[src/rtl/sweep_ctl.sv]
// Cache sweep sequencer: walks line/way addresses for whole-cache or single-page
// sweeps, handshakes each step with the MBOX, then drains writebacks and reports done.
module sweep_ctl (
    input  logic       clk,
    input  logic       RESET,
    input  logic       START,
    input  logic [1:0] FUNC,
    input  logic       ONE_PAGE,
    input  logic [8:0] PAGE,
    input  logic       SWP_ACK,
    input  logic       SWP_ERR,
    input  logic       MBOX_IDLE,
    output logic       SWP_REQ,
    output logic [6:0] SWP_LINE,
    output logic [1:0] SWP_WAY,
    output logic [1:0] SWP_FUNC,
    output logic       SWP_PAGE_EN,
    output logic [8:0] SWP_PAGE,
    output logic       SWEEP_BUSY_EN,
    output logic       SWEEP_BUSY,
    output logic       SWEEP_ERR
);

    localparam logic [1:0] ST_IDLE  = 2'd0;
    localparam logic [1:0] ST_ISSUE = 2'd1;
    localparam logic [1:0] ST_DRAIN = 2'd2;
    localparam logic [1:0] ST_DONE  = 2'd3;

    logic [1:0] state_q,   state_d;
    logic [8:0] cnt_q,     cnt_d;
    logic [1:0] func_q,    func_d;
    logic       page_en_q, page_en_d;
    logic [8:0] page_q,    page_d;
    logic       err_q,     err_d;
    logic       req_q;
    logic       busy_q;

    logic [8:0] step_s;
    logic       last_step_s;
    logic       busy_en_s;

    // Page sweeps visit way 0 of every line only, so they stride by a whole line.
    always_comb begin
        if (page_en_q) begin
            step_s      = 9'd4;
            last_step_s = (cnt_q == 9'd508);
        end else begin
            step_s      = 9'd1;
            last_step_s = (cnt_q == 9'd511);
        end
    end

    // Busy covers the stepping and writeback-drain phases only.
    always_comb begin
        busy_en_s = (state_q == ST_ISSUE) || (state_q == ST_DRAIN);
    end

    // Next-state and operand-latch logic.
    always_comb begin
        state_d   = state_q;
        cnt_d     = cnt_q;
        func_d    = func_q;
        page_en_d = page_en_q;
        page_d    = page_q;
        err_d     = err_q;
        case (state_q)
            ST_IDLE: begin
                if (START) begin
                    func_d    = FUNC;
                    page_en_d = ONE_PAGE;
                    page_d    = PAGE;
                    cnt_d     = 9'd0;
                    err_d     = 1'b0;
                    state_d   = ST_ISSUE;
                end else begin
                    state_d   = ST_IDLE;
                end
            end
            ST_ISSUE: begin
                if (SWP_ACK) begin
                    if (SWP_ERR) begin
                        err_d   = 1'b1;
                        state_d = ST_DRAIN;
                    end else if (last_step_s) begin
                        state_d = ST_DRAIN;
                    end else begin
                        cnt_d   = cnt_q + step_s;
                        state_d = ST_ISSUE;
                    end
                end else begin
                    state_d = ST_ISSUE;
                end
            end
            ST_DRAIN: begin
                if (MBOX_IDLE) begin
                    state_d = ST_DONE;
                end else begin
                    state_d = ST_DRAIN;
                end
            end
            ST_DONE: begin
                state_d = ST_IDLE;
            end
            default: begin
                state_d = ST_IDLE;
            end
        endcase
    end

    // State and output registers; reset wins over every other input.
    always_ff @(posedge clk) begin
        if (RESET) begin
            state_q   <= ST_IDLE;
            cnt_q     <= 9'd0;
            func_q    <= 2'b00;
            page_en_q <= 1'b0;
            page_q    <= 9'd0;
            err_q     <= 1'b0;
            req_q     <= 1'b0;
            busy_q    <= 1'b0;
        end else begin
            state_q   <= state_d;
            cnt_q     <= cnt_d;
            func_q    <= func_d;
            page_en_q <= page_en_d;
            page_q    <= page_d;
            err_q     <= err_d;
            req_q     <= (state_d == ST_ISSUE);
            busy_q    <= busy_en_s;
        end
    end

    assign SWP_REQ       = req_q;
    assign SWP_LINE      = cnt_q[8:2];
    assign SWP_WAY       = cnt_q[1:0];
    assign SWP_FUNC      = func_q;
    assign SWP_PAGE_EN   = page_en_q;
    assign SWP_PAGE      = page_q;
    assign SWEEP_BUSY_EN = busy_en_s;
    assign SWEEP_BUSY    = busy_q;
    assign SWEEP_ERR     = err_q;

endmodule

[config.mk]
export PLATFORM = sky130hd
export DESIGN_NAME = sweep_ctl
export DESIGN_NICKNAME = d
export VERILOG_FILES = /design/src/rtl/sweep_ctl.sv
export SDC_FILE = /design/constraint.sdc
export NUM_CORES = 1
export LEC_CHECK = 0
export BUFFER_PORTS_ARGS = -buffer_cell sky130_fd_sc_hd__buf_4
export CORE_MARGIN = 5
export CORE_UTILIZATION = 48
export DETAILED_ROUTE_END_ITERATION = 16
export PLACE_DENSITY = 0.89
export SKIP_LAST_GASP = 1
export SYNTH_ARGS = -nofsm -noshare
export SYNTH_HDL_FRONTEND = slang
export SYNTH_SLANG_ARGS = --single-unit
[constraint.sdc]
create_clock -name clk -period 2.4 [get_ports clk]
set_input_delay 0.12 -clock clk [delete_from_list [all_inputs] [get_ports clk]]
set_output_delay 0.12 -clock clk [all_outputs]
set_load 0.02 [all_outputs]
## Word-level counts from Yosys, hierarchy flattened

Index checks and enable logic that the tools add are counted.

- Equality and inequality tests: 11
- Reduce and logical (&&, ||, !) cells: 6
- $add $sub $neg: 1
- Multiplexer cells: 17

Operators by type and width:

| kind | number |
|---|---|
| $mux 9 | 4 |
| $eq 9x9->1 const B | 2 |
| $pmux 9 s2 | 1 |
| $ne 2x2->1 const B | 5 |
| $add 9x9->9 | 1 |
| $pmux 2 s4 | 1 |
| $mux 1 | 6 |
| $mux 2 | 3 |
| $reduce_and 5->1 | 1 |
| $eq 2x1->1 const B | 2 |
| $eq 2x2->1 const B | 2 |
| $reduce_and 4->1 | 1 |
| $mux 3 | 1 |
| $logic_not 2->1 | 1 |
| $pmux 1 s2 | 1 |
| $reduce_and 2->1 | 1 |
| $reduce_bool 2->1 | 1 |
| $logic_or 1x1->1 | 1 |

- Flip-flop bits (word level): 26
- Input bits: 18

## Depth between registers and ports, before layout

Gate-level depths: netlist (run 1).

- Depth in word-level cells: 7
- Depth in mapped cells: 8

## Worst setup path before layout (run 1)

Ideal clock, no wire load.

- Path type: register to register
- Start point: reg page_en_q (netlist: SWP_PAGE_EN)
- End point: reg cnt_q[5]
- Required time: 2.278 ns
- Cell stages (with the launch flop): 8
- Buffers on the path: 0
- Library setup time: 0.122 ns
- Setup slack: 0.387 ns
- Arrival: 1.891 ns
- Period minus slack after synthesis: 2.013 ns
- Cells stage by stage: dfxtp_1 > inv_1 > ha_1 > nand4b_1 > or4_4 > nand3_1 > or3_1 > a21oi_1

- Cells in the longest elaborated chain, start to end: 6
- Elaborated cells between the ends (all ways): 9

RTL lines:

| what | RTL line | source |
|---|---|---|
| start, declared | 32 | `logic page_en_q, page_en_d;` |
| start signal, assigned | 125 | `page_en_q <= page_en_d;` |
| $mux 3 | 44 | `if (page_en_q) begin` |
| $add 9x9->9 | 87 | `cnt_d = cnt_q + step_s;` |
| $mux 9 | 84 | `end else if (last_step_s) begin` |
| $mux 9 | 81 | `if (SWP_ERR) begin` |
| $mux 9 | 80 | `if (SWP_ACK) begin` |
| $pmux 9 s2 | 66 | `case (state_q)` |
| end signal, assigned | 123 | `cnt_q <= cnt_d;` |
| end, declared | 30 | `logic [8:0] cnt_q, cnt_d;` |

Several ways; a longest one is shown, not always the timed one. The select of a mux whose other input is x is not followed.
A chain may end at the register's enable or synchronous reset.

## Worst setup path after layout (run 1)

- Start point: reg state_q[0]
- End point: reg cnt_q[6]

- Cells in the longest elaborated chain, start to end: 3
- Elaborated cells between the ends (all ways): 9

RTL lines:

| what | RTL line | source |
|---|---|---|
| start, declared | 29 | `logic [1:0] state_q, state_d;` |
| start signal, assigned | 122 | `state_q <= state_d;` |
| $eq 2x1->1 / $logic_not 2->1 (equally long branches) | 66 |  |
| $ne 2x2->1 (no line) / $reduce_bool 2->1 (equally long branches) | n/a |  |
| $reduce_and 5->1 (no line) | n/a |  |

Several ways; a longest one is shown, not always the timed one.

==> results of run 1 <==
registers in the layout, summed over array words and instances (netlist names):
| signal | count |
|---|---|
| SWP_REQ | 1 |
| SWP_PAGE_EN | 1 |
| SWEEP_ERR | 1 |
| cnt_q | 9 |
| SWEEP_BUSY | 1 |
| SWP_PAGE | 9 |
| SWP_FUNC | 2 |
| state_q | 2 |
logic make-up (layout without fill, tap and decap cells):
group | Yosys count | after routing | synth area share [%]
xor+xnor | 5 | 5 | 3.631
buf+inv | 11 | 55 | 3.734
simple gates | 68 | 68 | 26.66
compound gates | 33 | 33 | 16.60
fa+ha+maj | 6 | 6 | 6.224
flops | 26 | 26 | 43.15
layout make-up:
| class | count | area [µm²] | share of cell area [%] |
|---|---|---|---|
| Multi-Input combinational cell | 112 | 640.6 | 39.63 |
| Sequential cell | 26 | 520.5 | 32.20 |
| Timing Repair Buffer | 45 | 342.8 | 21.21 |
| Tap cell | 30 | 37.54 | 2.322 |
| Clock inverter | 1 | 30.03 | 1.858 |
| Clock buffer | 3 | 22.52 | 1.393 |
| Inverter | 6 | 22.52 | 1.393 |
where the power goes:
| group | internal, µW | switching [µW] |
|---|---|---|
| sequential | 453 | 13.3 |
| combinational | 84.2 | 118 |
| clock | 169 | 135 |
| total | 707 | 267 |
metrics by stage:
step | util (%) | worst slack (ns) | total power (µW)
global route | 66.46 | 0.01909 | 1019
finish | 66.46 | 0.1088 | 973.4
detailed placement | 63.48 | 0.2045 | 674.5
global placement | 63.48 | 0.3981 | 663.5
floorplan | - | 0.3868 | 593.3
CTS | 65.64 | 0.1657 | 976.5
cell usage in the layout, fill, tap and decap left out, drive strengths merged, types with 2 or more instances in the layout:
cell type	netlist	final
ha	6	6
nor2b	2	2
dlygate4sd3	0	2
buf	2	43
nor3	2	2
and2	2	2
dfxtp	26	26
nand4	4	4
inv	6	6
xnor2	4	4
nand3	4	4
nor2	7	7
or3	4	4
nand4b	2	2
clkbuf	3	3
a21o	2	2
nand2	37	37
o21ai	2	2
a21oi	22	22
or4	2	2
o31ai	2	2
worst paths after layout:
kind | from | to | slack, ns | cells past startpoint
min | PAGE[3] | SWP_PAGE[3]$_SDFFE_PP0P_ | 0.02 | 3
min reg2reg | SWP_PAGE[6]$_SDFFE_PP0P_ | SWP_PAGE[6]$_SDFFE_PP0P_ | 0.46 | 2
max | state_q[0]$_SDFF_PP0_ | cnt_q[6]$_SDFFE_PP0P_ | 0.11 | 6
max reg2reg | state_q[0]$_SDFF_PP0_ | cnt_q[6]$_SDFFE_PP0P_ | 0.11 | 6
metal layers:
layer	vias up	global-route usage [%]	routed length [µm]
li1	598	-	-
met1	569	21.46	1219
met2	56	32.72	1706
met3	17	3.672	207
met4	0	15.19	159
met5	-	0	0
worst register-to-register path: cells and delay by family, from the launching register on:
kind	cells	cell delay, ns
simple gates	3	0.83
compound gates	2	0.52
fa+ha+maj	1	0.46
flops	1	0.42
==> impl_summary.txt, run 1 <==
----------------------------------------------------
[STA]
  Post-layout minimum cycle time ... 2.291 ns
  Number of setup violations in the final report ... 0
  Ratio of final minimum period to clock period ... 95.47%
  Sum Neg Setup Slack ... 0 ns
  Peak Freq ... 436.5 MHz
  Total count of hold-check failures in the final report ... 0
  RSZ-0062 raised after global routing ... false
  Hold WS ... 0.01668 ns
  Worst clock skew on the final layout ... 0.01231 ns
  Final slew viol count ... 0
  Worst-Margin Slew ... 0.4486 ns
  Slew margin rel. ... 70.09%

[Finish]
  Ant. Diodes ... 0
  Number of non-filler instances in the completed layout ... 223
  Count of nets after finishing ... 218
  Fill cell total of the finished layout ... 200
  Layout cell share with drive strength beyond 1 ... 26.94%
  Synth-to-layout area growth ... 34.02%
  Post-route standard cell area excluding fillers ... 0.001617 mm²

[Clocking]
  Number of buffers created by CTS ... 3
  Clock buffer depth ... 2
  TritonCTS clock tree ... done
  Gates resized, CTS repair ... 0
  Worst-Skew Late Latency ... 0.33 ns
  Post-CTS repair timing setup buffer count ... 0
  Clock sink count ... 26
  H-tree lvl count ... 1
  Cts-stage hold buffer count ... 0
  Post-CTS clock slew at the launch and capture registers of the worst setup and hold paths ... 0.15 ns
  Clock root buffer ... sky130_fd_sc_hd__clkbuf_4

[Drt]
  Total via count after detailed routing ... 1240
  Length of the first detailed-routing pass in iterations ... 4
  DRC ... 0
  Detail-routed via count per cell ... 5.561
  Mean routed wirelength per cell ... 14.77 µm
  Routed Antenna Nets ... 0
  Drt first-iter violations ... 29
  Total detailed-routing wirelength ... 3293 µm

[Flow run]
  Reported max-cap violation count ... 0

[Power]
  Static Leakage ... 0.0006787 µW
  Max VDD drop ... 0.5107 mV
  Pwr Density ... 602.1 mW/mm²

[Yosys]
  Post-synthesis sequential element count ... 26
  Synth Area per Inst ... 8.095 µm²
  Dominant cells by area after synthesis ... sky130_fd_sc_hd__dfxtp_1, sky130_fd_sc_hd__nand2_1, sky130_fd_sc_hd__a21oi_1, sky130_fd_sc_hd__ha_1, sky130_fd_sc_hd__xnor2_1
  Post-synthesis cell area ... 0.001206 mm²
  Netlist cell types ... 32
  Sequential share of the synthesized area ... 43.15%
  Synthesis warning total ... 0
  Number of enable flip-flop cells after synthesis ... 0
  Share of Yosys cell area claimed by the top area cell type ... 43.15%
  Library cell with the largest summed area after synthesis ... sky130_fd_sc_hd__dfxtp_1
  Fraction of registers with async set/reset ... 0%
  Post-Synthesis Net Count ... 173
  Dominant synthesized flop cell ... sky130_fd_sc_hd__dfxtp_1
  Commonest cells in the synthesized netlist ... sky130_fd_sc_hd__nand2_1, sky130_fd_sc_hd__dfxtp_1, sky130_fd_sc_hd__a21oi_1
  Cell count after synthesis ... 149
  Leading cell type by number of instances after synthesis ... sky130_fd_sc_hd__nand2_1

[Critical path]
  Critical-path cell with the highest stage delay ... sky130_fd_sc_hd__or4_1
  Buffering stage count on the worst path with inverters included ... 0
  CP required ... 2.66 ns
  Data arrival time of the critical path ... 2.55 ns
  Cell-by-cell listing of the critical path ... ha_1 -> nor2_1 -> a211oi_4 -> nand2_2 -> or4_1 -> a31oi_1
  Crit path launch type ... register
  Critical path class ... reg2reg
  Crit path capture type ... register
  Family with the most delay on the worst path ... simple AND/OR/NAND/NOR gates
  CP max stage delay ... 0.51 ns
  Max FO, Critical Path ... 10

[Floorplan]
  Die outline height ... 60.13 µm
  Cell Rows ... 18
  # IOs ... 43
  Die outline area ... 0.003616 mm²
  Area of the core ... 0.002432 mm²
  Die width ... 60.13 µm
  Initial cell density of the core ... 49.59%

[GRT]
  Largest net degree at the start of global routing ... 24
  Total congestion overflow after global routing ... 0
  Antenna violations before repair ... 0
  Number of global-route vias before repair ... 1221
  Global-route wire length before repair ... 5326 µm
  Global routing usage summed across all routing layers ... 19.57%

[Place]
  Post-DP HPWL ... 2509 µm
  Placed Cells incl. Taps ... 217
  Final Wtd Congestion ... 0.9180
  Count of port buffers added during placement ... 42
  Area after detailed placement ... 0.001544 mm²

[Status]
  Result of the run ... finished clean

[Worst hold path]
  Class of the worst hold path ... in2reg

----------------------------------------------------
Power figures use the tool's default switching activity.
==> run 2, diff against run 1 <==
Clock period 2.4 ns to 2.3 ns, I/O delays scaled along.
==> run 2 against run 1 <==
Compared with the run above: sequential cell count did not move; worst setup slack improved by 0.033 ns; worst hold slack got worse by 0.015 ns; cell area rose by 1.4%; total power rose by 5.2%; clock-buffer cell count did not move; fmax rose by 6.2%; die area did not move; wire length rose by 1.1%; combinational power rose by 6%; critical endpoint is now cnt_q[5]$_SDFFE_PP0P_; highest routed layer unchanged.
==> impl_summary.txt, run 2 (synthesized netlist as in run 1, its figures left out) <==
----------------------------------------------------
[Status]
  Result of the run ... finished clean

[Clocking]
  Post-CTS repair timing setup buffer count ... 0 (unchanged)
  Number of buffers created by CTS ... 3 (unchanged)
  Post-CTS clock slew at the launch and capture registers of the worst setup and hold paths ... 0.16 ns (about the same)
  H-tree lvl count ... 1 (unchanged)
  Clock sink count ... 26 (unchanged)
  Worst-Skew Late Latency ... 0.34 ns (about the same)
  TritonCTS clock tree ... done
  Clock root buffer ... sky130_fd_sc_hd__clkbuf_4
  Clock buffer depth ... 2 (unchanged)

[GRT]
  Global-route wire length before repair ... 5326 µm (unchanged)
  Largest net degree at the start of global routing ... 24 (unchanged)
  M3 GR Usage ... 3.672% (unchanged)
  Met1 Use GR ... 21.46% (unchanged)
  Global routing's busiest layer ... met2
  Global routing usage summed across all routing layers ... 19.57% (unchanged)
  Met2 routing resource usage after global routing ... 32.72% (unchanged)
  Total congestion overflow after global routing ... 0 (unchanged)
  Antenna violations before repair ... 0 (unchanged)
  Number of global-route vias before repair ... 1221 (unchanged)

[Drt]
  Mean routed wirelength per cell ... 14.80 µm (+0.22%)
  Total via count after detailed routing ... 1257 (+1.4%)
  Detail-routed via count per cell ... 5.587 (+0.47%)
  Length of the first detailed-routing pass in iterations ... 4 (unchanged)
  Routed Antenna Nets ... 0 (unchanged)
  DRC ... 0 (unchanged)
  Drt first-iter violations ... 50 (+72%)
  Total detailed-routing wirelength ... 3330 µm (+1.1%)

[Finish]
  Layout cell share with drive strength beyond 1 ... 27.18% (+0.24 points)
  Ant. Diodes ... 0 (unchanged)
  Synth-to-layout area growth ... 35.89%
  Most common cell after layout, fill and taps aside ... sky130_fd_sc_hd__buf_4
  Fill cell total of the finished layout ... 196 (-2.0%)
  Count of nets after finishing ... 220 (+0.92%)
  Commonest non-fill, non-tap cells in the layout ... sky130_fd_sc_hd__buf_4, sky130_fd_sc_hd__nand2_1, sky130_fd_sc_hd__dfxtp_1

[Power]
  Pwr Density ... 624.5 mW/mm² (+3.7%)
  Total power after layout ... 1024 µW (+5.2%)
  Static Leakage ... 0.0006860 µW (+1.1%)
  Max VDD drop ... 0.5505 mV (+7.8%)

[STA]
  Ratio of final minimum period to clock period ... 93.84% (-1.6 points)
  Slew margin rel. ... 70.61% (+0.52 points)
  Sum Neg Setup Slack ... 0 ns (unchanged)
  Worst-Margin Slew ... 0.4398 ns (-0.008806 ns)
  Peak Freq ... 463.3 MHz (+6.2%)
  Post-layout minimum cycle time ... 2.158 ns (-0.1329 ns)
  Final slew viol count ... 0 (unchanged)
  Number of setup violations in the final report ... 0 (unchanged)
  RSZ-0062 raised after global routing ... false
  Worst clock skew on the final layout ... 0.01841 ns (+0.006096 ns)
  Total count of hold-check failures in the final report ... 0 (unchanged)

[Critical path]
  Crit path capture type ... register
  Critical path class ... reg2reg
  Crit path launch type ... register
  Reg2Reg Capture Point ... cnt_q[5]$_SDFFE_PP0P_
  Reg2reg start ... SWP_PAGE_EN$_SDFFE_PP0P_
  Worst r2r path cells ... 7 (+1)
  Internal reg-to-reg setup slack ... 0.14 ns (+0.03 ns)
  CP required ... 2.57 ns (-0.09 ns)
  Data arrival time of the critical path ... 2.43 ns (-0.12 ns)
  Max FO, Critical Path ... 5 (-5)

[Floorplan]
  # IOs ... 43 (unchanged)
  Area of the core ... 0.002432 mm² (unchanged)
  Die outline height ... 60.13 µm (unchanged)
  Die width ... 60.13 µm (unchanged)
  Cell Rows ... 18 (unchanged)
  Initial cell density of the core ... 49.59% (unchanged)
  Die outline area ... 0.003616 mm² (unchanged)

[Place]
  Count of port buffers added during placement ... 42 (unchanged)
  Final Wtd Congestion ... 0.9180 (unchanged)
  Post-DP HPWL ... 2509 µm (unchanged)

[Worst hold path]
  Endpoint with the worst hold slack ... SWP_PAGE[2]$_SDFFE_PP0P_
  Hold_sp ... PAGE[2]
  Class of the worst hold path ... in2reg
  Hold path cells ... 3 (unchanged)

[Flow run]
  Reported max-cap violation count ... 0 (unchanged)

----------------------------------------------------
-- run 2: cell count changes in the layout (fill, tap and decap cells not counted), sizes merged --
cell	delta
dlygate4sd3	+2
-- run 2: worst max path at each step --
stage / startpoint / to / cells past startpoint
4_1_cts: state_q[0]$_SDFF_PP0_ / cnt_q[6]$_SDFFE_PP0P_ / 6
2_1_floorplan: SWP_PAGE_EN$_SDFFE_PP0P_ / cnt_q[5]$_SDFFE_PP0P_ / 7
5_1_grt: state_q[0]$_SDFF_PP0_ / cnt_q[6]$_SDFFE_PP0P_ / 7
3_3_place_gp: state_q[1]$_SDFF_PP0_ / cnt_q[6]$_SDFFE_PP0P_ / 7
6_report: SWP_PAGE_EN$_SDFFE_PP0P_ / cnt_q[5]$_SDFFE_PP0P_ / 7
3_5_place_dp: state_q[0]$_SDFF_PP0_ / cnt_q[6]$_SDFFE_PP0P_ / 6
-- run 2: what timing repair did --
item,4_1_cts,5_1_grt
hold endpoints to repair,0,4
hold buffers,0,4
gates resized for setup,0,1
endpoints found under the setup margin,0,2
-- run 2: area by class of cell --
class | instances | area, µm² | share of cell area, %
flip-flops and latches | 26 | 520.5 | 31.76
repair buffers | 47 | 362.8 | 22.14
multi-input cells | 112 | 643.1 | 39.24
inverters | 6 | 22.52 | 1.374
well taps | 30 | 37.54 | 2.290
clock inverters | 1 | 30.03 | 1.832
clock buffers | 3 | 22.52 | 1.374
-- run 2: routing by layer --
metal / share of wire [%] / vias up
met5: 0 / -
met4: 4.4 / 0
met3: 6.0 / 16
met2: 51 / 58
met1: 38 / 578
li1: - / 605
-- run 2: worst max-delay path, cell delays in order, from the launching register on --
cell                       delay [ns]
sky130_fd_sc_hd__dfxtp_1         0.45
sky130_fd_sc_hd__inv_1           0.07
sky130_fd_sc_hd__ha_1            0.29
sky130_fd_sc_hd__nand4b_1        0.25
sky130_fd_sc_hd__or4_4           0.57
sky130_fd_sc_hd__nand3_1         0.21
sky130_fd_sc_hd__o21ai_0         0.12
sky130_fd_sc_hd__a21oi_1         0.13
-- run 2: power breakdown --
group | switching (µW) | internal (µW)
sequential | 14.1 | 473
combinational | 124 | 90.7
clock | 145 | 176
-- run 2: per-stage QoR --
stage          utilization (%)  cells  hold slack (ns)  worst slack (ns)  area [µm²]
2_1_floorplan                -    149           0.2510            0.2868        1206
5_1_grt                  67.39    225        -0.002199           0.02832        1639
6_report                 67.39    225         0.001698            0.1417        1639
3_5_place_dp             63.48    217           0.3749            0.1045        1544
3_3_place_gp             63.48    217           0.3634            0.2981        1544
4_1_cts                  65.64    221       0.00006192           0.06569        1597
==> run 3, diff against run 2 <==
Settings changed: CORE_MARGIN 5 to 4, PLACE_DENSITY 0.89 to 0.85.
==> run 3 against run 2 <==
Compared with the run above: global-route usage is 1.1 points lower; total power is 1.4% lower; sequential power hardly changed; critical path depth stayed put; die area is 6.5% lower; register-to-register slack better by 0.02 ns; core utilization is 3.1 points higher; sequential share of layout area is 0.39 points higher; cell area is 1.2% lower; fmax is 0.74% higher; combinational power is 4% lower; worst hold slack better by 0.014 ns.
==> impl_summary.txt, run 3 (synthesized netlist as in run 1, its figures left out) <==
----------------------------------------------------
[Floorplan]
  Die outline area ... 0.003379 mm² (-6.5%)
  Cell Rows ... 17 (-1)
  Initial cell density of the core ... 52.51% (+2.9 points)
  Die width ... 58.13 µm (-3.3%)
  # IOs ... 43 (unchanged)
  Die outline height ... 58.13 µm (-3.3%)
  Area of the core ... 0.002297 mm² (-5.6%)

[Status]
  Result of the run ... finished clean

[GRT]
  Largest net degree at the start of global routing ... 24 (unchanged)
  Number of global-route vias before repair ... 1118 (-8.4%)
  Global-route wire length before repair ... 4871 µm (-8.5%)
  Total congestion overflow after global routing ... 0 (unchanged)
  Global routing usage summed across all routing layers ... 18.45% (-1.1 points)
  Antenna violations before repair ... 0 (unchanged)

[Clocking]
  Post-CTS clock slew at the launch and capture registers of the worst setup and hold paths ... 0.14 ns (-0.02 ns)
  Post-CTS repair timing setup buffer count ... 0 (unchanged)
  Clock sink count ... 26 (unchanged)
  H-tree lvl count ... 1 (unchanged)
  Worst-Skew Late Latency ... 0.33 ns (about the same)
  Clock root buffer ... sky130_fd_sc_hd__clkbuf_4
  TritonCTS clock tree ... done
  Clock buffer depth ... 2 (unchanged)
  Number of buffers created by CTS ... 3 (unchanged)

[Finish]
  Layout cell share with drive strength beyond 1 ... 26.94% (-0.24 points)
  Commonest non-fill, non-tap cells in the layout ... sky130_fd_sc_hd__buf_4, sky130_fd_sc_hd__nand2_1, sky130_fd_sc_hd__dfxtp_1
  Reg area ... 520.5 µm² (unchanged)
  Most common cell after layout, fill and taps aside ... sky130_fd_sc_hd__buf_4
  Number of non-filler instances in the completed layout ... 221 (-1.8%)
  Area of the multi-input gates ... 643.1 µm² (unchanged)
  Ant. Diodes ... 0 (unchanged)
  Count of nets after finishing ... 218 (-0.91%)
  Fill cell total of the finished layout ... 188 (-4.1%)
  Synth-to-layout area growth ... 34.23%

[Critical path]
  Reg2Reg Capture Point ... cnt_q[6]$_SDFFE_PP0P_
  Worst r2r path cells ... 7 (unchanged)
  Internal reg-to-reg setup slack ... 0.16 ns (+0.02 ns)
  Crit path launch type ... register
  Worst setup path end ... cnt_q[6]$_SDFFE_PP0P_
  Reg2reg start ... state_q[0]$_SDFF_PP0_
  Critical-path cell with the highest stage delay ... sky130_fd_sc_hd__or4_1
  Cell-by-cell listing of the critical path ... inv_1 -> ha_1 -> nor2b_1 -> a211oi_4 -> nand2_2 -> or4_1 -> a31oi_1
  CP required ... 2.57 ns (about the same)
  Crit path capture type ... register
  Buffering stage count on the worst path with inverters included ... 1 (unchanged)
  Cell depth of the worst setup path ... 7 (unchanged)
  Critical path class ... reg2reg
  CP max stage delay ... 0.49 ns (-0.08 ns)
  Data arrival time of the critical path ... 2.41 ns (-0.02 ns)
  Max FO, Critical Path ... 8 (+3)
  Setup crit start ... state_q[0]$_SDFF_PP0_
  Family with the most delay on the worst path ... simple AND/OR/NAND/NOR gates

[STA]
  Slew margin rel. ... 52.05% (-19 points)
  Ratio of final minimum period to clock period ... 93.15% (-0.69 points)
  Total count of hold-check failures in the final report ... 0 (unchanged)
  Setup ws final ... 0.1575 ns (+0.01582 ns)
  Peak Freq ... 466.7 MHz (+0.74%)
  Post-layout minimum cycle time ... 2.142 ns (-0.01582 ns)
  Final slew viol count ... 0 (unchanged)
  Number of setup violations in the final report ... 0 (unchanged)
  RSZ-0062 raised after global routing ... false
  Worst-Margin Slew ... 0.7188 ns (+0.2790 ns)
  Worst clock skew on the final layout ... 0.001773 ns (-0.01663 ns)
  Sum Neg Setup Slack ... 0 ns (unchanged)

[Drt]
  Total via count after detailed routing ... 1198 (-4.7%)
  DRC ... 0 (unchanged)
  Total detailed-routing wirelength ... 3009 µm (-9.6%)
  Length of the first detailed-routing pass in iterations ... 4 (unchanged)
  Detail-routed via count per cell ... 5.421 (-3.0%)
  Routed wl met3 ... 215 µm (+7.5%)
  Met2 WL ... 1527 µm (-11%)
  Mean routed wirelength per cell ... 13.62 µm (-8.0%)
  Routed Antenna Nets ... 0 (unchanged)
  Highest metal layer used by the detailed router ... met4
  Drt first-iter violations ... 35 (-30%)
  Routed length on met1 ... 1201 µm (-5.3%)

[Place]
  Count of port buffers added during placement ... 42 (unchanged)
  Final Wtd Congestion ... 0.8568 (-6.7%)
  Post-place setup slack ... 0.1832 ns (+0.07868 ns)
  Placed Cells incl. Taps ... 214 (-1.4%)
  Post-DP HPWL ... 2221 µm (-11%)

[Power]
  Pwr Density ... 623.2 mW/mm² (-0.21%)
  Max VDD drop ... 0.4556 mV (-17%)
  Static Leakage ... 0.0006768 µW (-1.3%)

[Flow run]
  Reported max-cap violation count ... 0 (unchanged)

[Worst hold path]
  Class of the worst hold path ... in2reg

----------------------------------------------------
run 3: timing repair:
action	CTS	global route
hold buffers	0	3
resized for setup	0	1
hold endpoints to repair	0	3
endpoints found under the setup margin	0	2
run 3: power by group:
group | total (µW) | internal, µW | switching (µW)
Sequential | 487 | 473 | 14.3
Combinational | 206 | 87.1 | 119
Clock | 316 | 177 | 139
Total | 1010 | 737 | 272
run 3: per-stage QoR:
step | total power [µW] | hold slack [ns] | util, % | area [µm²]
after global routing | 1059 | 0.003730 | 70.48 | 1619
after CTS | 1011 | 0.005946 | 69.06 | 1587
final | 1009 | 0.01558 | 70.48 | 1619
after floorplan | 619.1 | 0.2510 | - | 1206
after detailed placement | 697.6 | 0.3726 | 66.78 | 1534
after global placement | 690.4 | 0.3627 | 66.78 | 1534
run 3: final cells by class:
| cell class | count | area share, % |
|---|---|---|
| inverters | 6 | 1.391 |
| multi-input cells | 112 | 39.72 |
| well taps | 28 | 2.164 |
| repair buffers | 45 | 21.33 |
| flip-flops and latches | 26 | 32.15 |
| clock inverters | 1 | 1.855 |
| clock buffers | 3 | 1.391 |
run 3: worst min-delay path by stage:
stage	slack, ns	to	cells past startpoint	startpoint
2_1_floorplan	0.25	SWP_PAGE[0]$_SDFFE_PP0P_	2	PAGE[0]
3_3_place_gp	0.36	SWP_PAGE[7]$_SDFFE_PP0P_	3	PAGE[7]
3_5_place_dp	0.37	SWP_PAGE_EN$_SDFFE_PP0P_	3	ONE_PAGE
4_1_cts	0.006	SWP_PAGE_EN$_SDFFE_PP0P_	3	ONE_PAGE
5_1_grt	0.004	SWP_PAGE[2]$_SDFFE_PP0P_	3	PAGE[2]
6_report	0.02	SWP_PAGE[5]$_SDFFE_PP0P_	3	PAGE[5]
run 3: worst register-to-register path, stage by stage, from the launching register on:
cell and delay (ns):
sky130_fd_sc_hd__dfxtp_1 0.42, sky130_fd_sc_hd__inv_1 0.10, sky130_fd_sc_hd__ha_1 0.26, sky130_fd_sc_hd__nor2b_1 0.20, sky130_fd_sc_hd__a211oi_4 0.28, sky130_fd_sc_hd__nand2_2 0.17, sky130_fd_sc_hd__or4_1 0.49, sky130_fd_sc_hd__a31oi_1 0.18
run 3: per-layer routing:
layer | track usage, % | vias to the layer above
met1 | 21.92 | 548
li1 | - | 596
met5 | 0 | -
met2 | 31.45 | 47
met4 | 9.934 | 0
met3 | 3.118 | 7
